<file path="config.mk">
export PLATFORM = sky130hd
export DESIGN_NAME = decode_ctrl_pipe_flat
export DESIGN_NICKNAME = d
export VERILOG_FILES = /design/src/rtl/decode_ctrl_pipe_if.sv /design/src/rtl/decode_ctrl_pipe.sv /design/src/flat_wrapper.sv
export SDC_FILE = /design/constraint.sdc
export NUM_CORES = 1
export LEC_CHECK = 0
export ABC_AREA = 1
export CORE_ASPECT_RATIO = 0.8
export CORE_MARGIN = 2
export CORE_UTILIZATION = 46
export DETAILED_ROUTE_END_ITERATION = 12
export PLACE_DENSITY_LB_ADDON = 0.3
export SLEW_MARGIN = 5
export SYNTH_ARGS = -nofsm -noshare
export SYNTH_HDL_FRONTEND = slang
export SYNTH_SLANG_ARGS = --single-unit
export TNS_END_PERCENT = 50
</file>
<file path="constraint.sdc">
create_clock -name clk -period 4.7 [get_ports clk]
set_clock_uncertainty 0.15 [all_clocks]
set_input_delay 0.94 -clock clk [delete_from_list [all_inputs] [get_ports clk]]
set_output_delay 0.94 -clock clk [all_outputs]
set_load 0.05 [all_outputs]
</file>
<file path="src/rtl/decode_ctrl_pipe_if.sv">
// Fetch-to-execute decode channel: fetch handshake, execute handshake and the decoded control fields.
// The master modport is the fetch/execute environment; the slave modport is the decoder itself.
interface decode_ctrl_pipe_if #(
  parameter int ALUOP_W = 5
);
  logic               flush;
  logic               in_valid;
  logic               in_ready;
  logic [31:0]        in_instr;
  logic [31:0]        in_pc;
  logic               out_valid;
  logic               out_ready;
  logic [31:0]        out_pc;
  logic               illegal;
  logic [ALUOP_W-1:0] alu_op;
  logic [1:0]         alu_srca;
  logic               alu_srcb;
  logic [1:0]         mem_d_wdsrc;
  logic               mem_d_we;
  logic [2:0]         dataout_src;
  logic               reg_we;
  logic [3:0]         immg_op;
  logic [3:0]         bj_op;

  modport master (
    output flush, in_valid, in_instr, in_pc, out_ready,
    input  in_ready, out_valid, out_pc, illegal, alu_op, alu_srca, alu_srcb,
           mem_d_wdsrc, mem_d_we, dataout_src, reg_we, immg_op, bj_op
  );

  modport slave (
    input  flush, in_valid, in_instr, in_pc, out_ready,
    output in_ready, out_valid, out_pc, illegal, alu_op, alu_srca, alu_srcb,
           mem_d_wdsrc, mem_d_we, dataout_src, reg_we, immg_op, bj_op
  );
endinterface

</file>
<file path="src/rtl/decode_ctrl_pipe.sv">
// RV32I(+M) decoder, one register stage: 1-cycle latency, 1/cycle throughput for non-M ops.
// in_ready follows out_ready combinationally; held low while a multi-cycle M op occupies execute.
module decode_ctrl_pipe #(
  parameter int ENABLE_M = 0,
  parameter int MUL_LAT  = 1,
  parameter int DIV_LAT  = 32,
  parameter int ALUOP_W  = 5
) (
  input logic               clk,
  input logic               reset,
  decode_ctrl_pipe_if.slave bus
);
  localparam int MAX_LAT = (MUL_LAT > DIV_LAT) ? MUL_LAT : DIV_LAT;
  localparam int CNT_W   = $clog2(MAX_LAT + 1);

  localparam logic [1:0] S_EMPTY  = 2'd0;
  localparam logic [1:0] S_FULL   = 2'd1;
  localparam logic [1:0] S_MCWAIT = 2'd2;

  localparam logic [ALUOP_W-1:0] EXE_ADD_OP  = ALUOP_W'(1);
  localparam logic [ALUOP_W-1:0] EXE_SUB_OP  = ALUOP_W'(2);
  localparam logic [ALUOP_W-1:0] EXE_SLL_OP  = ALUOP_W'(3);
  localparam logic [ALUOP_W-1:0] EXE_SLT_OP  = ALUOP_W'(4);
  localparam logic [ALUOP_W-1:0] EXE_SLTU_OP = ALUOP_W'(5);
  localparam logic [ALUOP_W-1:0] EXE_XOR_OP  = ALUOP_W'(6);
  localparam logic [ALUOP_W-1:0] EXE_SRL_OP  = ALUOP_W'(7);
  localparam logic [ALUOP_W-1:0] EXE_SRA_OP  = ALUOP_W'(8);
  localparam logic [ALUOP_W-1:0] EXE_OR_OP   = ALUOP_W'(9);
  localparam logic [ALUOP_W-1:0] EXE_AND_OP  = ALUOP_W'(10);
  localparam logic [ALUOP_W-1:0] EXE_MUL_OP  = ALUOP_W'(11);

  localparam logic [1:0] SRCA_ZERO = 2'd0, SRCA_RRD1 = 2'd1, SRCA_PC = 2'd2;
  localparam logic       SRCB_RRD2 = 1'b0, SRCB_IMM = 1'b1;
  localparam logic [2:0] DOUT_ALU  = 3'd1, DOUT_PC4 = 3'd2, DOUT_LB = 3'd3;
  localparam logic [3:0] IMM_I = 4'd1, IMM_S = 4'd2, IMM_B = 4'd3, IMM_U = 4'd4, IMM_J = 4'd5;
  localparam logic [3:0] BJOP_JUMP = 4'd1, BJOP_BEQ = 4'd2;

  localparam logic [4:0] OPC_LUI = 5'b01101, OPC_AUIPC = 5'b00101, OPC_JAL = 5'b11011;
  localparam logic [4:0] OPC_JALR = 5'b11001, OPC_BRANCH = 5'b11000, OPC_LOAD = 5'b00000;
  localparam logic [4:0] OPC_STORE = 5'b01000, OPC_OPIMM = 5'b00100, OPC_OP = 5'b01100;

  typedef struct packed {
    logic               illegal;
    logic [ALUOP_W-1:0] alu_op;
    logic [1:0]         alu_srca;
    logic               alu_srcb;
    logic [1:0]         mem_d_wdsrc;
    logic               mem_d_we;
    logic [2:0]         dataout_src;
    logic               reg_we;
    logic [3:0]         immg_op;
    logic [3:0]         bj_op;
    logic               is_mc;
    logic [CNT_W-1:0]   lat_m1;
  } ctrl_t;

  function automatic logic [ALUOP_W-1:0] base_op(input logic [2:0] f3, input logic alt);
    case (f3)
      3'b000:  base_op = alt ? EXE_SUB_OP : EXE_ADD_OP;
      3'b001:  base_op = EXE_SLL_OP;
      3'b010:  base_op = EXE_SLT_OP;
      3'b011:  base_op = EXE_SLTU_OP;
      3'b100:  base_op = EXE_XOR_OP;
      3'b101:  base_op = alt ? EXE_SRA_OP : EXE_SRL_OP;
      3'b110:  base_op = EXE_OR_OP;
      default: base_op = EXE_AND_OP;
    endcase
  endfunction

  logic [1:0]       state;
  logic [CNT_W-1:0] mc_cnt;
  ctrl_t            held;
  ctrl_t            dec;
  logic [31:0]      pc_q;
  logic             bad;
  logic             accept;
  logic [2:0]       f3;
  logic [6:0]       f7;

  assign f3 = bus.in_instr[14:12];
  assign f7 = bus.in_instr[31:25];

  always_comb begin
    dec = '0;
    bad = 1'b0;
    if (bus.in_instr[1:0] != 2'b11) begin
      bad = 1'b1;
    end else begin
      case (bus.in_instr[6:2])
        OPC_LUI, OPC_AUIPC: begin
          dec.alu_op      = EXE_ADD_OP;
          dec.alu_srca    = (bus.in_instr[5]) ? SRCA_ZERO : SRCA_PC;
          dec.alu_srcb    = SRCB_IMM;
          dec.immg_op     = IMM_U;
          dec.dataout_src = DOUT_ALU;
          dec.reg_we      = 1'b1;
        end
        OPC_JAL, OPC_JALR: begin
          bad             = bus.in_instr[3] ? 1'b0 : (f3 != 3'b000);
          dec.alu_op      = EXE_ADD_OP;
          dec.alu_srca    = bus.in_instr[3] ? SRCA_PC : SRCA_RRD1;
          dec.alu_srcb    = SRCB_IMM;
          dec.immg_op     = bus.in_instr[3] ? IMM_J : IMM_I;
          dec.dataout_src = DOUT_PC4;
          dec.reg_we      = 1'b1;
          dec.bj_op       = BJOP_JUMP;
        end
        OPC_BRANCH: begin
          bad          = (f3[2:1] == 2'b01);
          dec.alu_op   = EXE_ADD_OP;
          dec.alu_srca = SRCA_PC;
          dec.alu_srcb = SRCB_IMM;
          dec.immg_op  = IMM_B;
          // BEQ,BNE,BLT,BGE,BLTU,BGEU map to consecutive codes once the 01x hole is removed
          dec.bj_op    = BJOP_BEQ + (f3[2] ? {1'b0, f3} - 4'd2 : {1'b0, f3});
        end
        OPC_LOAD: begin
          bad             = (f3 == 3'b011) || (f3[2:1] == 2'b11);
          dec.alu_op      = EXE_ADD_OP;
          dec.alu_srca    = SRCA_RRD1;
          dec.alu_srcb    = SRCB_IMM;
          dec.immg_op     = IMM_I;
          dec.dataout_src = DOUT_LB + (f3[2] ? f3 - 3'd1 : f3);
          dec.reg_we      = 1'b1;
        end
        OPC_STORE: begin
          bad             = (f3 > 3'd2);
          dec.alu_op      = EXE_ADD_OP;
          dec.alu_srca    = SRCA_RRD1;
          dec.alu_srcb    = SRCB_IMM;
          dec.immg_op     = IMM_S;
          dec.mem_d_we    = 1'b1;
          dec.mem_d_wdsrc = f3[1:0] + 2'd1;
        end
        OPC_OPIMM: begin
          bad             = ((f3 == 3'b001) && (f7 != 7'h00)) ||
                            ((f3 == 3'b101) && (f7 != 7'h00) && (f7 != 7'h20));
          dec.alu_op      = base_op(f3, (f3 == 3'b101) && f7[5]);
          dec.alu_srca    = SRCA_RRD1;
          dec.alu_srcb    = SRCB_IMM;
          dec.immg_op     = IMM_I;
          dec.dataout_src = DOUT_ALU;
          dec.reg_we      = 1'b1;
        end
        OPC_OP: begin
          dec.alu_srca    = SRCA_RRD1;
          dec.alu_srcb    = SRCB_RRD2;
          dec.dataout_src = DOUT_ALU;
          dec.reg_we      = 1'b1;
          if (f7 == 7'h01) begin
            bad        = (ENABLE_M == 0);
            dec.alu_op = EXE_MUL_OP + ALUOP_W'(f3);
            dec.is_mc  = f3[2] ? (DIV_LAT > 1) : (MUL_LAT > 1);
            dec.lat_m1 = f3[2] ? CNT_W'(DIV_LAT - 1) : CNT_W'(MUL_LAT - 1);
          end else begin
            bad        = !((f7 == 7'h00) ||
                           ((f7 == 7'h20) && ((f3 == 3'b000) || (f3 == 3'b101))));
            dec.alu_op = base_op(f3, f7[5]);
          end
        end
        default: bad = 1'b1;
      endcase
    end
    if (bad) begin
      dec         = '0;
      dec.illegal = 1'b1;
    end
  end

  assign bus.in_ready = !bus.flush &&
                        ((state == S_EMPTY) || ((state == S_FULL) && bus.out_ready && !held.is_mc));
  assign accept = bus.in_valid && bus.in_ready;

  always_ff @(posedge clk or posedge reset) begin
    if (reset) begin
      state  <= S_EMPTY;
      mc_cnt <= '0;
      held   <= '0;
      pc_q   <= '0;
    end else if (bus.flush) begin
      state  <= S_EMPTY;
      mc_cnt <= '0;
    end else begin
      case (state)
        S_EMPTY: begin
          if (accept) begin
            held  <= dec;
            pc_q  <= bus.in_pc;
            state <= S_FULL;
          end
        end
        S_FULL: begin
          if (bus.out_ready) begin
            if (held.is_mc) begin
              state  <= S_MCWAIT;
              mc_cnt <= held.lat_m1;
            end else if (accept) begin
              held <= dec;
              pc_q <= bus.in_pc;
            end else begin
              state <= S_EMPTY;
            end
          end
        end
        S_MCWAIT: begin
          mc_cnt <= mc_cnt - CNT_W'(1);
          if (mc_cnt <= CNT_W'(1)) state <= S_EMPTY;
        end
        default: state <= S_EMPTY;
      endcase
    end
  end

  assign bus.out_valid   = (state == S_FULL);
  assign bus.out_pc      = pc_q;
  assign bus.illegal     = held.illegal;
  assign bus.alu_op      = held.alu_op;
  assign bus.alu_srca    = held.alu_srca;
  assign bus.alu_srcb    = held.alu_srcb;
  assign bus.mem_d_wdsrc = held.mem_d_wdsrc;
  assign bus.mem_d_we    = held.mem_d_we;
  assign bus.dataout_src = held.dataout_src;
  assign bus.reg_we      = held.reg_we;
  assign bus.immg_op     = held.immg_op;
  assign bus.bj_op       = held.bj_op;
endmodule

</file>
<file path="src/flat_wrapper.sv">
// flat-port wrapper written by rule: the top's interface ports become plain ports
module decode_ctrl_pipe_flat 
#(
  parameter int ENABLE_M = 0,
  parameter int MUL_LAT  = 1,
  parameter int DIV_LAT  = 32,
  parameter int ALUOP_W  = 5
)
  (clk, reset, bus_flush, bus_in_valid, bus_in_instr, bus_in_pc, bus_out_ready, bus_in_ready, bus_out_valid, bus_out_pc, bus_illegal, bus_alu_op, bus_alu_srca, bus_alu_srcb, bus_mem_d_wdsrc, bus_mem_d_we, bus_dataout_src, bus_reg_we, bus_immg_op, bus_bj_op);
  decode_ctrl_pipe_if #(.ALUOP_W(ALUOP_W)) bus_i ();
  input logic clk;
  input logic reset;
  input wire logic [$bits(bus_i.flush)-1:0] bus_flush;
  input wire logic [$bits(bus_i.in_valid)-1:0] bus_in_valid;
  input wire logic [$bits(bus_i.in_instr)-1:0] bus_in_instr;
  input wire logic [$bits(bus_i.in_pc)-1:0] bus_in_pc;
  input wire logic [$bits(bus_i.out_ready)-1:0] bus_out_ready;
  output wire logic [$bits(bus_i.in_ready)-1:0] bus_in_ready;
  output wire logic [$bits(bus_i.out_valid)-1:0] bus_out_valid;
  output wire logic [$bits(bus_i.out_pc)-1:0] bus_out_pc;
  output wire logic [$bits(bus_i.illegal)-1:0] bus_illegal;
  output wire logic [$bits(bus_i.alu_op)-1:0] bus_alu_op;
  output wire logic [$bits(bus_i.alu_srca)-1:0] bus_alu_srca;
  output wire logic [$bits(bus_i.alu_srcb)-1:0] bus_alu_srcb;
  output wire logic [$bits(bus_i.mem_d_wdsrc)-1:0] bus_mem_d_wdsrc;
  output wire logic [$bits(bus_i.mem_d_we)-1:0] bus_mem_d_we;
  output wire logic [$bits(bus_i.dataout_src)-1:0] bus_dataout_src;
  output wire logic [$bits(bus_i.reg_we)-1:0] bus_reg_we;
  output wire logic [$bits(bus_i.immg_op)-1:0] bus_immg_op;
  output wire logic [$bits(bus_i.bj_op)-1:0] bus_bj_op;
  assign bus_i.flush = bus_flush;
  assign bus_i.in_valid = bus_in_valid;
  assign bus_i.in_instr = bus_in_instr;
  assign bus_i.in_pc = bus_in_pc;
  assign bus_i.out_ready = bus_out_ready;
  assign bus_in_ready = bus_i.in_ready;
  assign bus_out_valid = bus_i.out_valid;
  assign bus_out_pc = bus_i.out_pc;
  assign bus_illegal = bus_i.illegal;
  assign bus_alu_op = bus_i.alu_op;
  assign bus_alu_srca = bus_i.alu_srca;
  assign bus_alu_srcb = bus_i.alu_srcb;
  assign bus_mem_d_wdsrc = bus_i.mem_d_wdsrc;
  assign bus_mem_d_we = bus_i.mem_d_we;
  assign bus_dataout_src = bus_i.dataout_src;
  assign bus_reg_we = bus_i.reg_we;
  assign bus_immg_op = bus_i.immg_op;
  assign bus_bj_op = bus_i.bj_op;
  decode_ctrl_pipe #(.ENABLE_M(ENABLE_M), .MUL_LAT(MUL_LAT), .DIV_LAT(DIV_LAT), .ALUOP_W(ALUOP_W)) u_core (.clk(clk), .reset(reset), .bus(bus_i));
endmodule
</file>
### After elaboration in Yosys (flattened, before gate mapping)

Cells that the tools add are included.

* $add $sub $neg: 7
* multiply operators: 0
* div/mod/pow operators: 0
* $lt $le $gt $ge: 2
* eq/ne operators: 31
* shift-type cells: 0
* multiplexer cells: 47
* bitwise operators: 1
* reductions and logical operators: 35

Operators by type and width (number)
* $mux 31: 5
* $mux 32: 3
* $pmux 5 s7: 2
* $pmux 32 s2: 1
* $pmux 31 s2: 1
* $pmux 8 s6: 1
* $mux 30: 1
* $mux 2: 10
* $pmux 4 s5: 1
* $mux 6: 3
* $eq 5x4->1 const B: 3
* $eq 5x5->1 const B: 3
* $mux 7: 2
* $mux 4: 3
* $pmux 4 s3: 1
* $pmux 6 s2: 1
* $reduce_and 4->1: 3
* $eq 5x3->1 const B: 2
* $mux 5: 2
* $eq 3x3->1 const B: 3
* $logic_and 1x1->1: 9
* $mux 3: 3
* $ne 3x2->1 const B: 3
* $pmux 4 s2: 1
* 37 further kinds: 56

* register bits after elaboration: 71
* latch bits: 0
* RAM bits: 0
* bits in read-only memories: 0
* input port bits: 69
* output and inout port bits: 58
* logic and storage cells: 138
* memories kept: 0

### Depth between registers and ports, before layout

* depth after elaboration: 13
* depth in mapped cells: 13
* mapped depth without buffers: 12

### Worst setup path after synthesis

No wires, ideal clock.

* path type: input-to-output
* start: input bus_flush
* end: output bus_in_ready
* arrival time: 1.679 ns
* data required time: 3.610 ns
* setup slack: 1.931 ns
* stages on the path: 5
* path buffers: 0
* cell sequence: inv_1 > nand2_1 > a21oi_2 > nand2_1 > inv_1

* longest elaborated chain between the ends: 2

Ends and longest elaborated chain
* from (decl): line flat_wrapper.sv:13 `input wire logic [$bits(bus_i.flush)-1:0] bus_flush;`
* $logic_not 1->1: line decode_ctrl_pipe.sv:170 `assign bus.in_ready = !bus.flush &&`
* $logic_and 1x1->1: line decode_ctrl_pipe.sv:170
* to (decl): line flat_wrapper.sv:18 `output wire logic [$bits(bus_i.in_ready)-1:0] bus_in_ready;`

Every way passes these cells.

### Worst setup path in the final report

Same ends and word-level chain as after synthesis.

==> impl_metrics.tcl <==
set metrics [dict create \
    portBuffers 110 \
    relSlewSlack_pct 30.41 \
    power_density_nw_per_um2 349.7 \
    nets 658 \
    rows 29 \
    peakVddDrop_v 0.0002485 \
    dieArea_um2 8710 \
    cpMaxStageDelayCell "clkdlybuf4s50_1" \
    drive_gt1_share_pct 6.207 \
    r2r-start "u_core.state[1]$_DFFE_PP0P_" \
    synth_nets 569 \
    final_common_cell "nand2_1" \
    ys_ff_latch 65 \
    avgSynthCellArea_um2 7.548 \
    core_area_um2 7838 \
    ys_warn_count 0 \
    cp.required_ns 3.61 \
    cts_hold_buffers 0 \
    synth-main-ff-cell "dfrtp_1" \
    cap_violations 0 \
    worstSetupPathType "input pin to output pin" \
    cts_buffer_depth 2 \
    clk_pin_slew_ns 0.07 \
    grt_pass1_vias 3271 \
    globalplace.congestion 0.9294 \
    synth_edf_count 0 \
    hold_start "u_core.held[4]$_DFFE_PP0P_" \
    setup_viol 0 \
    min_period_over_period_pct 81.73 \
    layout.cells.most_common_list "nand2_1 (193), clkdlybuf4s50_1 (110), dfrtp_1 (65), nand3_1 (42), inv_1 (35)" \
    io_pins 127 \
    hpwl_mm 6.734 \
    postCtsSetupRepairBufs 0 \
    die_y_um 83.88 \
    htree_levels 3 \
    drc 0 \
    fp.dieW_um 103.8 \
    tightest_slew_ns 1.042 \
    cp.arrival_ns 2.75 \
    yosys.cell_types.count 28 \
    worst_hold_path.endpoint "u_core.held[4]$_DFFE_PP0P_" \
    hp-class "register to register" \
    drt_wl_total_mm 9.344 \
    diodes 0 \
    initial_core_util_pct 46.81 \
    regToRegEndpoint "u_core.bus.mem_d_we$_DFFE_PP0P_" \
    via_per_inst 4.943 \
    cellLeakagePower_nw 2.477 \
    fin_crit_ns 3.841 \
    cts_made_buffers 9 \
    critPathMaxStageDelay_ns 0.80 \
    grt_remaining_overflow 0 \
    cts.sinks 65 \
    routedWlPerCell_um 13.58 \
    place_area_um2 4696 \
    cts_tree "yes" \
    globalRouteTotalUtil_pct 22.38 \
    status "complete, no violations" \
    grt_pass1_wl_mm 15.62 \
    worstPathMaxFanout 6 \
    root_buffer "clkbuf_8" \
    ys_seq_area_share_pct 44.34 \
    synthToLayoutAreaGrowth_pct 33.77 \
    critPathCaptureType "output pin" \
    rsz0062_at_grt "no" \
    r2r_cells 7 \
    final_area_um2 4907 \
    drt_iter0_drc 191 \
    slew_violations 0 \
    clock.fmax_mhz 260.3 \
    postSynthCellCount 486 \
    vias 3401 \
    hold_viol 0 \
    reg2reg_slack_ns 2.65 \
    antenna_left 0 \
    start_kind "input pin" \
    holdPathStages 2 \
    cts_resized 0 \
    path_cells "clkdlybuf4s50_1 -> inv_1 -> nand2_1 -> a21oi_2 -> nand2_1 -> inv_1 -> clkdlybuf4s50_1" \
    crit_start "bus_flush" \
    antenna_found_initial 0 \
    insertion_delay_ns 0.34 \
    synth.cell_area_um2 3669 \
    synthArstFlopShare_pct 100.0 \
    drtPass1Iterations 5 \
    tns_ns 0 \
    grt_max_degree 60 \
]
## metal layers
metal | vias up | GRT usage [%] | share of wire, %
met4 | 0 | 5.651 | 1.2
met2 | 114 | 33.85 | 44
li1 | 1685 | - | -
met5 | - | 0 | 0
met3 | 10 | 8.119 | 8.1
met1 | 1592 | 30.68 | 46
## cell families (layout without fill, tap and decap cells)
kind of cell,count (synthesis),after routing,synth area share [%]
AND/OR/NAND/NOR,292,292,33.59
flip-flops,65,65,44.34
AO/OA/AOI/OAI,31,31,5.252
XOR/XNOR,6,6,1.432
adder cells (fa/ha/maj),14,14,4.775
buffers and inverters,77,171,10.51
other,1,1,0.1022
## worst max path at each step
stage          cells past startpoint            to
2_1_floorplan                      5  bus_in_ready
3_3_place_gp                       7  bus_in_ready
3_5_place_dp                       7  bus_in_ready
4_1_cts                            7  bus_in_ready
5_1_grt                            7  bus_in_ready
6_report                           7  bus_in_ready
## power breakdown
group / internal (mW) / total (mW) / switching [mW] / leakage (nW)
combinational: 0.184 / 0.548 / 0.364 / 1.52
clock: 0.298 / 0.520 / 0.222 / 0.0995
sequential: 0.615 / 0.648 / 0.0328 / 0.853
total: 1.10 / 1.72 / 0.618 / 2.48
## state kept, by name, summed over array words and instances (netlist names)
signal	cells
u_core.bus.alu_op	5
u_core.bus.alu_srca	2
u_core.bus.alu_srcb	1
u_core.bus.bj_op	4
u_core.bus.dataout_src	3
u_core.bus.illegal	1
u_core.bus.immg_op	3
u_core.bus.mem_d_wdsrc	2
u_core.bus.mem_d_we	1
u_core.bus.out_pc	32
u_core.bus.reg_we	1
u_core.held	2
u_core.mc_cnt	6
u_core.state	2
## Yosys cell counts, drive strengths merged (2+ instances only)
library cell,count,area (µm²)
buf,31,212.7
nand3,45,240.2
nand2,193,724.4
xor2,4,35.03
o21ai,22,110.1
o211ai,2,15.01
ha,14,175.2
nand4,10,62.56
xnor2,2,17.52
nor3,7,35.03
nor2,36,162.7
a21oi,2,13.76
inv,43,161.4
dfrtp,65,1627
clkbuf,3,11.26
o21a,2,15.01
## through the flow
step	worst slack (ns)	util (%)	hold WS (ns)	std cells	total power, mW
3_3_place_gp	0.8816	59.91	0.2976	672	1.197
2_1_floorplan	1.931	-	0.2810	486	1.000
5_1_grt	0.7119	62.61	0.3544	688	1.790
6_report	0.8589	62.61	0.3255	688	1.716
3_5_place_dp	0.8709	59.91	0.3083	672	1.206
4_1_cts	0.8533	62.61	0.3283	688	1.733
## area by class of cell
class / count / area, µm²
Clock buffer: 11 / 131.4
Inverter: 43 / 161.4
Tap cell: 108 / 135.1
Multi-Input combinational cell: 344 / 1657
Clock inverter: 5 / 80.08
Timing Repair Buffer: 112 / 1116
Sequential cell: 65 / 1627
Fill cell: 734 / 2930
## critical path: cells and delay by family
kind	cells	cell delay, ns
AO/OA/AOI/OAI	1	0.18
buffers and inverters	4	1.46
AND/OR/NAND/NOR	2	0.16
(Power assumes the default switching activity.)
